<file path="src/rtl/hex_disp_pkg.sv">
// Shared types and constants for the seven-segment display sequencer.
package hex_disp_pkg;

    typedef enum logic [1:0] {
        StIdle,
        StScan,
        StCommit
    } state_e;

    localparam logic [6:0] SEG_BLANK = 7'h7F;

    localparam int unsigned DEFAULT_NUM_DIGITS = 6;

endpackage

</file>
<file path="src/rtl/hexdigit.sv">
// Combinational hex-to-seven-segment decoder, active-low outputs, bit 0 = a .. bit 6 = g.
module hexdigit (
    input  logic [3:0] value,
    output logic [6:0] seg
);

    always_comb begin
        seg = 7'h7F;
        case (value)
            4'h0: seg = 7'h40;
            4'h1: seg = 7'h79;
            4'h2: seg = 7'h24;
            4'h3: seg = 7'h30;
            4'h4: seg = 7'h19;
            4'h5: seg = 7'h12;
            4'h6: seg = 7'h02;
            4'h7: seg = 7'h78;
            4'h8: seg = 7'h00;
            4'h9: seg = 7'h10;
            4'hA: seg = 7'h08;
            4'hB: seg = 7'h03;
            4'hC: seg = 7'h46;
            4'hD: seg = 7'h21;
            4'hE: seg = 7'h06;
            4'hF: seg = 7'h0E;
            default: seg = 7'h7F;
        endcase
    end

endmodule

</file>
<file path="src/rtl/hex_display_ctrl.sv">
// Seven-segment bank sequencer: decodes one digit per cycle through a shared decoder into a
// shadow buffer, commits all digits at once, and overlays per-digit blinking.
module hex_display_ctrl
    import hex_disp_pkg::*;
#(
    parameter int unsigned NUM_DIGITS = DEFAULT_NUM_DIGITS,
    parameter int unsigned BLINK_DIV  = 25_000_000
) (
    input  logic                    clk,
    input  logic                    rst_n,
    input  logic                    load_valid,
    output logic                    load_ready,
    input  logic [4*NUM_DIGITS-1:0] load_value,
    input  logic [NUM_DIGITS-1:0]   load_blank,
    input  logic [NUM_DIGITS-1:0]   load_blink,
    input  logic                    load_lz,
    output logic [7*NUM_DIGITS-1:0] seg,
    output logic                    busy,
    output logic                    update_done
);

    localparam int unsigned IdxW = (NUM_DIGITS > 1) ? $clog2(NUM_DIGITS) : 1;
    localparam int unsigned CntW = (BLINK_DIV > 1) ? $clog2(BLINK_DIV) : 1;
    localparam logic [IdxW-1:0] IdxTop = IdxW'(NUM_DIGITS - 1);
    localparam logic [CntW-1:0] CntMax = CntW'(BLINK_DIV - 1);

    state_e state_q, state_d;

    logic [NUM_DIGITS-1:0][3:0] value_q, value_d;
    logic [NUM_DIGITS-1:0]      blank_q, blank_d;
    logic [NUM_DIGITS-1:0]      blink_q, blink_d;
    logic [NUM_DIGITS-1:0]      active_blink_q, active_blink_d;
    logic                       lz_q, lz_d;
    logic [IdxW-1:0]            idx_q, idx_d;
    logic                       seen_nz_q, seen_nz_d;
    logic [NUM_DIGITS-1:0][6:0] shadow_q, shadow_d;
    logic [NUM_DIGITS-1:0][6:0] display_q, display_d;
    logic                       update_done_q, update_done_d;

    logic [CntW-1:0] cnt_q, cnt_d;
    logic            phase_q, phase_d;

    logic [3:0] nibble;
    logic [6:0] dec_seg;
    logic       nibble_nz;
    logic       dark_now;

    assign nibble    = value_q[idx_q];
    assign nibble_nz = (nibble != 4'h0);

    hexdigit u_hexdigit (
        .value (nibble),
        .seg   (dec_seg)
    );

    // Digit 0 is exempt from leading-zero suppression so a zero value still shows "0".
    assign dark_now = blank_q[idx_q] ||
                      (lz_q && !seen_nz_q && !nibble_nz && (idx_q != '0));

    always_comb begin
        state_d        = state_q;
        value_d        = value_q;
        blank_d        = blank_q;
        blink_d        = blink_q;
        active_blink_d = active_blink_q;
        lz_d           = lz_q;
        idx_d          = idx_q;
        seen_nz_d      = seen_nz_q;
        shadow_d       = shadow_q;
        display_d      = display_q;
        update_done_d  = 1'b0;

        unique case (state_q)
            StIdle: begin
                if (load_valid) begin
                    value_d   = load_value;
                    blank_d   = load_blank;
                    blink_d   = load_blink;
                    lz_d      = load_lz;
                    idx_d     = IdxTop;
                    seen_nz_d = 1'b0;
                    state_d   = StScan;
                end
            end
            StScan: begin
                shadow_d[idx_q] = dark_now ? SEG_BLANK : dec_seg;
                seen_nz_d       = seen_nz_q | nibble_nz;
                if (idx_q == '0) begin
                    state_d = StCommit;
                end else begin
                    idx_d = idx_q - IdxW'(1);
                end
            end
            StCommit: begin
                display_d      = shadow_q;
                active_blink_d = blink_q;
                update_done_d  = 1'b1;
                state_d        = StIdle;
            end
            default: state_d = StIdle;
        endcase
    end

    always_ff @(posedge clk) begin
        if (!rst_n) begin
            state_q        <= StIdle;
            value_q        <= '0;
            blank_q        <= '0;
            blink_q        <= '0;
            active_blink_q <= '0;
            lz_q           <= 1'b0;
            idx_q          <= '0;
            seen_nz_q      <= 1'b0;
            shadow_q       <= {NUM_DIGITS{SEG_BLANK}};
            display_q      <= {NUM_DIGITS{SEG_BLANK}};
            update_done_q  <= 1'b0;
        end else begin
            state_q        <= state_d;
            value_q        <= value_d;
            blank_q        <= blank_d;
            blink_q        <= blink_d;
            active_blink_q <= active_blink_d;
            lz_q           <= lz_d;
            idx_q          <= idx_d;
            seen_nz_q      <= seen_nz_d;
            shadow_q       <= shadow_d;
            display_q      <= display_d;
            update_done_q  <= update_done_d;
        end
    end

    // Free-running blink timer, deliberately independent of the update FSM.
    always_comb begin
        cnt_d   = cnt_q + CntW'(1);
        phase_d = phase_q;
        if (cnt_q == CntMax) begin
            cnt_d   = '0;
            phase_d = ~phase_q;
        end
    end

    always_ff @(posedge clk) begin
        if (!rst_n) begin
            cnt_q   <= '0;
            phase_q <= 1'b0;
        end else begin
            cnt_q   <= cnt_d;
            phase_q <= phase_d;
        end
    end

    always_comb begin
        seg = '0;
        for (int i = 0; i < int'(NUM_DIGITS); i++) begin
            seg[7*i +: 7] = (active_blink_q[i] && phase_q) ? SEG_BLANK : display_q[i];
        end
    end

    assign load_ready  = (state_q == StIdle);
    assign busy        = !load_ready;
    assign update_done = update_done_q;

endmodule

</file>
<file path="config.mk">
export PLATFORM = sky130hd
export DESIGN_NAME = hex_display_ctrl
export DESIGN_NICKNAME = d
export VERILOG_FILES = /design/src/rtl/hex_disp_pkg.sv /design/src/rtl/hexdigit.sv /design/src/rtl/hex_display_ctrl.sv
export SDC_FILE = /design/constraint.sdc
export NUM_CORES = 1
export LEC_CHECK = 0
export ABC_AREA = 1
export CAP_MARGIN = 10
export CORE_ASPECT_RATIO = 0.6
export CORE_MARGIN = 1.5
export CORE_UTILIZATION = 25
export CTS_CLUSTER_DIAMETER = 150
export CTS_CLUSTER_SIZE = 14
export DETAILED_ROUTE_END_ITERATION = 8
export DONT_BUFFER_PORTS = 1
export GPL_TIMING_DRIVEN = 1
export PLACE_DENSITY = 0.48
export SLEW_MARGIN = 15
export SYNTH_ARGS = -nofsm -noshare
export SYNTH_HDL_FRONTEND = slang
export SYNTH_SLANG_ARGS = --single-unit
</file>
<file path="constraint.sdc">
create_clock -name clk -period 1.9 [get_ports clk]
set_clock_uncertainty 0.1 [all_clocks]
set_input_delay 0.38 -clock clk [delete_from_list [all_inputs] [get_ports clk]]
set_output_delay 0.38 -clock clk [all_outputs]
set_load 0.02 [all_outputs]
</file>
---- Word-level counts from Yosys, hierarchy flattened ----
Memories as Yosys holds them, arrays and structs flattened.
Cells that the tools add are included.
operators by class
  $add $sub $neg .......................... 2
  multipliers ............................. 0
  div/mod/pow operators ................... 0
  magnitude comparators ................... 2
  equality and inequality tests ........... 6
  shift-type cells ........................ 0
  muxes and demuxes ....................... 23
  bitwise operators ....................... 3
  reductions and logical operators ........ 24
operator list
  cell                   number
  $mux 7                 8
  $bwmux 42              1
  $add 25x1->25 const B  1
  $eq 25x25->1 const B   1
  $demux 7 s3            1
  $bmux 4 s3             1
  $logic_and 1x1->1      10
  $mux 3                 2
  $ne 2x2->1 const B     3
  $pmux 3 s2             1
  $reduce_and 2->1       3
  $lt 3x4->1 const B     1
  $mux 2                 2
  $mux 4                 1
  $pmux 2 s2             1
  $reduce_bool 4->1      1
  $bmux 1 s3             1
  $ge 3x1->1 const B     1
  $logic_not 1->1        3
  $logic_not 3->1        1
  $mux 1                 3
  $reduce_and 3->1       1
  $reduce_bool 3->1      1
  $sub 3x1->3 const B    1
  other kinds (9)        10
word-level totals
  register bits after elaboration ......... 160
  latch bits .............................. 0
  RAM bits ................................ 0
  bits in read-only memories .............. 112
  bits of input ports ..................... 40
  logic and storage cells ................. 89
  memories kept ........................... 1
memory list
  memory           depth  width  read ports  clocked after memory_dff  write ports  line           RTL
  (no name shown)  16     7      1           0                         0            hexdigit.sv:9  case (value)

---- Longest topological paths before layout ----
  word-level depth ........................ 9
  mapped depth ............................ 16
  gate-level depth less buffers ........... 15

---- Cells and area by module ----
From an unflattened synthesis, not the netlist that was laid out.
second synthesis, totals
  cell total of the unflattened synthesis .. 955
  area total of the unflattened synthesis .. 6,905.4 um^2
modules (own cells, without submodules)
  module            times used  cells an instance  area each (um^2)  sequential area each (um^2)
  hex_display_ctrl  1           906                6,631.4           3,203.1
  hexdigit          1           49                 274.0             0.0

---- Least setup slack after synthesis ----
No wires, ideal clock.
  path type ............................... reg-to-reg
  start ................................... register idx_q[0]
  end ..................................... register shadow_q[6] (netlist name)
  data arrival time ....................... 1.918 ns
  required time ........................... 1.741 ns
  setup slack ............................. -0.177 ns
  cell stages (with the launch flop) ...... 14
  period minus slack after synthesis ...... 2.077 ns
  cells stage by stage .................... dfxtp_1 buf_6 or2_2 nand3_1 nand3_1 inv_1 ha_1 inv_1 nor2_1 nand3_2 nand2_4 buf_6 o21ai_1 nand2_1
between the ends
  word-level cells in the longest chain between the ends .. 9
  elaborated cells on any way between the ends .. 18
  those cells by class .................... order compare: 2; mux: 8; reduce/logical: 7; memory: 1
RTL lines
  item                                                                  line                     RTL
  start: declaration                                                    hex_display_ctrl.sv:34   logic [IdxW-1:0] idx_q, idx_d;
  start signal: assignment                                              hex_display_ctrl.sv:124  idx_q <= idx_d;
  parallel branches: the longest is 8 deep, another holds $mem_v2 16x7  -
  $bwmux 42 (*)                                                         hex_display_ctrl.sv:86   shadow_d[idx_q] = dark_now ? SEG_BLANK : dec_seg;
  end signal: assignment                                                hex_display_ctrl.sv:114  shadow_q <= {NUM_DIGITS{SEG_BLANK}};
  end signal: assignment                                                hex_display_ctrl.sv:126  shadow_q <= shadow_d;
  end: declaration                                                      hex_display_ctrl.sv:36   logic [NUM_DIGITS-1:0][6:0] shadow_q, shadow_d;
Every way passes the cells marked *. The select of a mux whose other input is x is not followed.
A chain may end at the register's enable or synchronous reset.

---- Final worst setup path ----
  start ................................... register idx_q[0]
  end ..................................... register shadow_q[24] (netlist name)
Same word-level chain as after synthesis.

==> impl_metrics.toml <==
[job]
max-cap-violations = 0

[timing]
drv_slew = 0
worst_slew_pin_slew_ns = 0.619
hold_viol = 0
fin_crit_ns = 2.00
relSlewSlack = 0.586
setup_ws_ns = -0.104
timing.final.crit_share = 1.05
finalSetupViolations = 42
max_freq_ghz = 0.499
rsz0062_at_grt = "yes"

[clocking]
cts_sinks = 160
htreeDepth = 4
cts_tree = "yes"
cts_max_path_buffers = 2
clk_latency_ns = 0.44
ctsRootBufferMaster = "clkbuf_16"
cts.clk_slew.worst_paths_ns = 0.06
cts_buffers = 17

[route]
dr_total_vias = 6186
wl_per_cell_um = 14.8
avgViaCountPerCell = 4.44
drc = 0
detail-route-antenna-nets = 0
routed_wl_um = 20600
dr.pass1.iters = 4
drtIter0Drc = 380

[setup_path]
reg2reg_to = "shadow_q[24]"
required_ns = 2.18
ff2ff_path_depth = 13
cpPeakStageDelay_ns = 0.37
slowest_stage = "dfxtp_4"
cp_cell_sequence = "buf_12 > or2_4 > nand3_4 > nand3_4 > inv_4 > ha_4 > inv_4 > nor2_4 > nand3_2 > nand2_4 > clkbuf_16 > o21ai_2 > nand2_1"
crit_end = "shadow_q[24]"
crit_path_start = "idx_q[0]"
worstSetupStartpointType = "register"
end_kind = "register"
crit_arrival_ns = 2.29
r2r_slack_ns = -0.10
r2r_start = "idx_q[0]"
crit_fanout = 9
crit_type = "reg2reg"

[placed_design]
io_buffer_count = 0
routabilityCongestion = 0.832
dp_cells = 1350
pre_cts_ws_ns = -0.238
hpwl_um = 14400

[status]
status = "finished with violations"
violations = "setup timing"

[cells_and_area]
multi_input_area_mm2 = 0.00356
diodes = 0
n_fill_cell = 2984
regArea_mm2 = 0.00322
nets = 1063
fin_cells = 1394
drive_gt1_frac = 0.201
synthToLayoutAreaGrowth_pct = 27.0

[yosys]
ys_async_sr_fraction = 0
synth_cell_types = 37
syn-num-nets = 1020
synth_largest_area_cell = "dfxtp_1"
synth_edf_count = 0
synth_area_per_cell_um2 = 7.28
yosys_most_used_dff = "dfxtp_1"
yosys_warnings = 0
syn_inst = 971
netlist_top_cells_area = "dfxtp_1 (45%), nand2_1 (13%), inv_1 (6.2%), a21oi_1 (5.8%), nor2_1 (5.4%)"
synth_area_mm2 = 0.00707
synth-seq-cells = 160
seq_area_frac_synth = 0.453
netlist.area_leader.share = 0.453

[power]
p_total_mw = 9.60
power.share.switching = 0.300
power_density_mw_per_mm2 = 1070
seq_power_share = 0.381
switchingPower_mw = 2.88
irDropWorstVdd_uv = 513
power_frac_comb = 0.218
p_int_mw = 6.72
p_leak_nw = 3.67
power_frac_clock = 0.401

[global_route]
grt_pass1_wl_um = 32800
antenna_found_initial = 0
grt_usage = 0.145
grt_pass1_vias = 5963
grt_max_degree = 78
gr-total-overflow = 0

[die]
die_area_mm2 = 0.0293
fp.coreArea_mm2 = 0.0277
initial_core_util = 0.255
dieWidth_um = 220
io_pins = 85
rows = 47
die_y_um = 133

[min_path]
hold_path.class = "in2reg"
[layout make-up]
class	instances	share of cell area
multi-input combinational	650	0.396
timing repair buffer	63	0.0677
clock buffer	19	0.0504
tap	367	0.0511
sequential	160	0.358
clock inverter	13	0.0233
inverter	122	0.0529
[sequential cells by signal, indices dropped and copies added, names as in the netlist]
| register | cells |
|---|---|
| display_q | 42 |
| shadow_q | 42 |
| cnt_q | 25 |
| value_q | 24 |
| active_blink_q | 6 |
| blank_q | 6 |
| blink_q | 6 |
| idx_q | 3 |
| state_q | 2 |
| lz_q | 1 |
| phase_q | 1 |
| seen_nz_q | 1 |
| update_done | 1 |
[routing by layer]
layer / track usage / part of all wire
met1: 0.211 / 0.53
met2: 0.206 / 0.41
met3: 0.0463 / 0.052
met4: 0.0336 / 0.0080
met5: 0 / 0
[stage by stage]
step | hold slack [ns] | util | setup TNS [ns] | instance area [um2]
after global placement | 0.338 | 0.284 | -2.67 | 7870
final | 0.0260 | 0.324 | -2.99 | 8980
after CTS | 0.00134 | 0.318 | -1.46 | 8810
after floorplan | 0.318 | - | 0 | 7130
after detailed placement | 0.341 | 0.284 | -4.27 | 7870
after global routing | 0.0262 | 0.324 | -7.17 | 8980
[layout by cell type, fill, tap and decap left out, types with 3 or more instances in the layout]
cell           synthesis  final
o21ai_2                1      5
o21ai_0               59     52
nand2_2                4     45
clkinvlp_4             0      3
nand3_2               10      9
o211ai_1              42     42
a21oi_1               82     81
or2_2                  6      4
clkbuf_16              0     18
nand2_4                5      9
nor2_2                 5      6
ha_1                   9      7
buf_4                  2     47
nand4_1               12     12
dfxtp_1              160    156
nand3_4                4      9
inv_4                  2      4
o21ai_1               12     15
xor2_1                 5      5
nand3_1               27     23
bufinv_16              0      5
dlygate4sd3_1          0      6
inv_1                116    113
inv_2                  3      3
dfxtp_4                0      4
nor2_4                 2      7
nor2_1               101     95
nand2_1              245    198
buf_12                 0      6
nor3_1                 8      7
[Yosys cell counts, types with 4 or more instances]
master,count
a21oi_1,82
buf_6,4
clkbuf_1,28
dfxtp_1,160
ha_1,9
inv_1,116
nand2_1,245
nand2_2,4
nand2_4,5
nand3_1,27
nand3_2,10
nand3_4,4
nand4_1,12
nor2_1,101
nor2_2,5
nor3_1,8
o211ai_1,42
o21ai_0,59
o21ai_1,12
or2_2,6
xor2_1,5
[repair_timing]
action | CTS | global route
endpoints found under the setup margin | 84 | 88
cloned | 0 | 1
pin swaps | 16 | 10
hold endpoints to repair | 77 | 0
hold buffers | 7 | 0
resized for setup | 55 | 42
setup buffers | 4 | 0
[cells by family after synthesis]
logic type	share of synthesized area
simple gates	0.277
buf+inv	0.0918
fa+ha+maj	0.0159
xor+xnor	0.00619
compound gates	0.156
flops	0.453
[critical path: cells and delay by family (launching register included)]
kind / cells / cell delay [ns]
and+or+nand+nor: 7 / 0.83
buffers and inverters: 4 / 0.45
adders and majority gates: 1 / 0.15
DFF: 1 / 0.37
AOI/OAI and AO/OA: 1 / 0.06
[power groups by stage]
stage                     combinational (mW)  clock [mW]  sequential [mW]
after floorplan                         1.18           0             3.69
after global placement                  1.71           0             3.72
after detailed placement                1.72           0             3.72
after CTS                               1.95        3.94             3.65
after global routing                    2.30        4.11             3.67
final                                   2.10        3.85             3.65
[how the worst min path moves through the flow]
stage,start,endpoint,cells after the start,slack [ns]
2_1_floorplan,cnt_q[0],cnt_q[0],1,0.32
3_3_place_gp,cnt_q[0],cnt_q[0],1,0.34
3_5_place_dp,cnt_q[0],cnt_q[0],1,0.34
4_1_cts,load_value[9],value_q[9],2,0.001
5_1_grt,load_blink[5],blink_q[5],2,0.03
6_report,load_blank[5],blank_q[5],2,0.03
(Power assumes the default switching activity.)
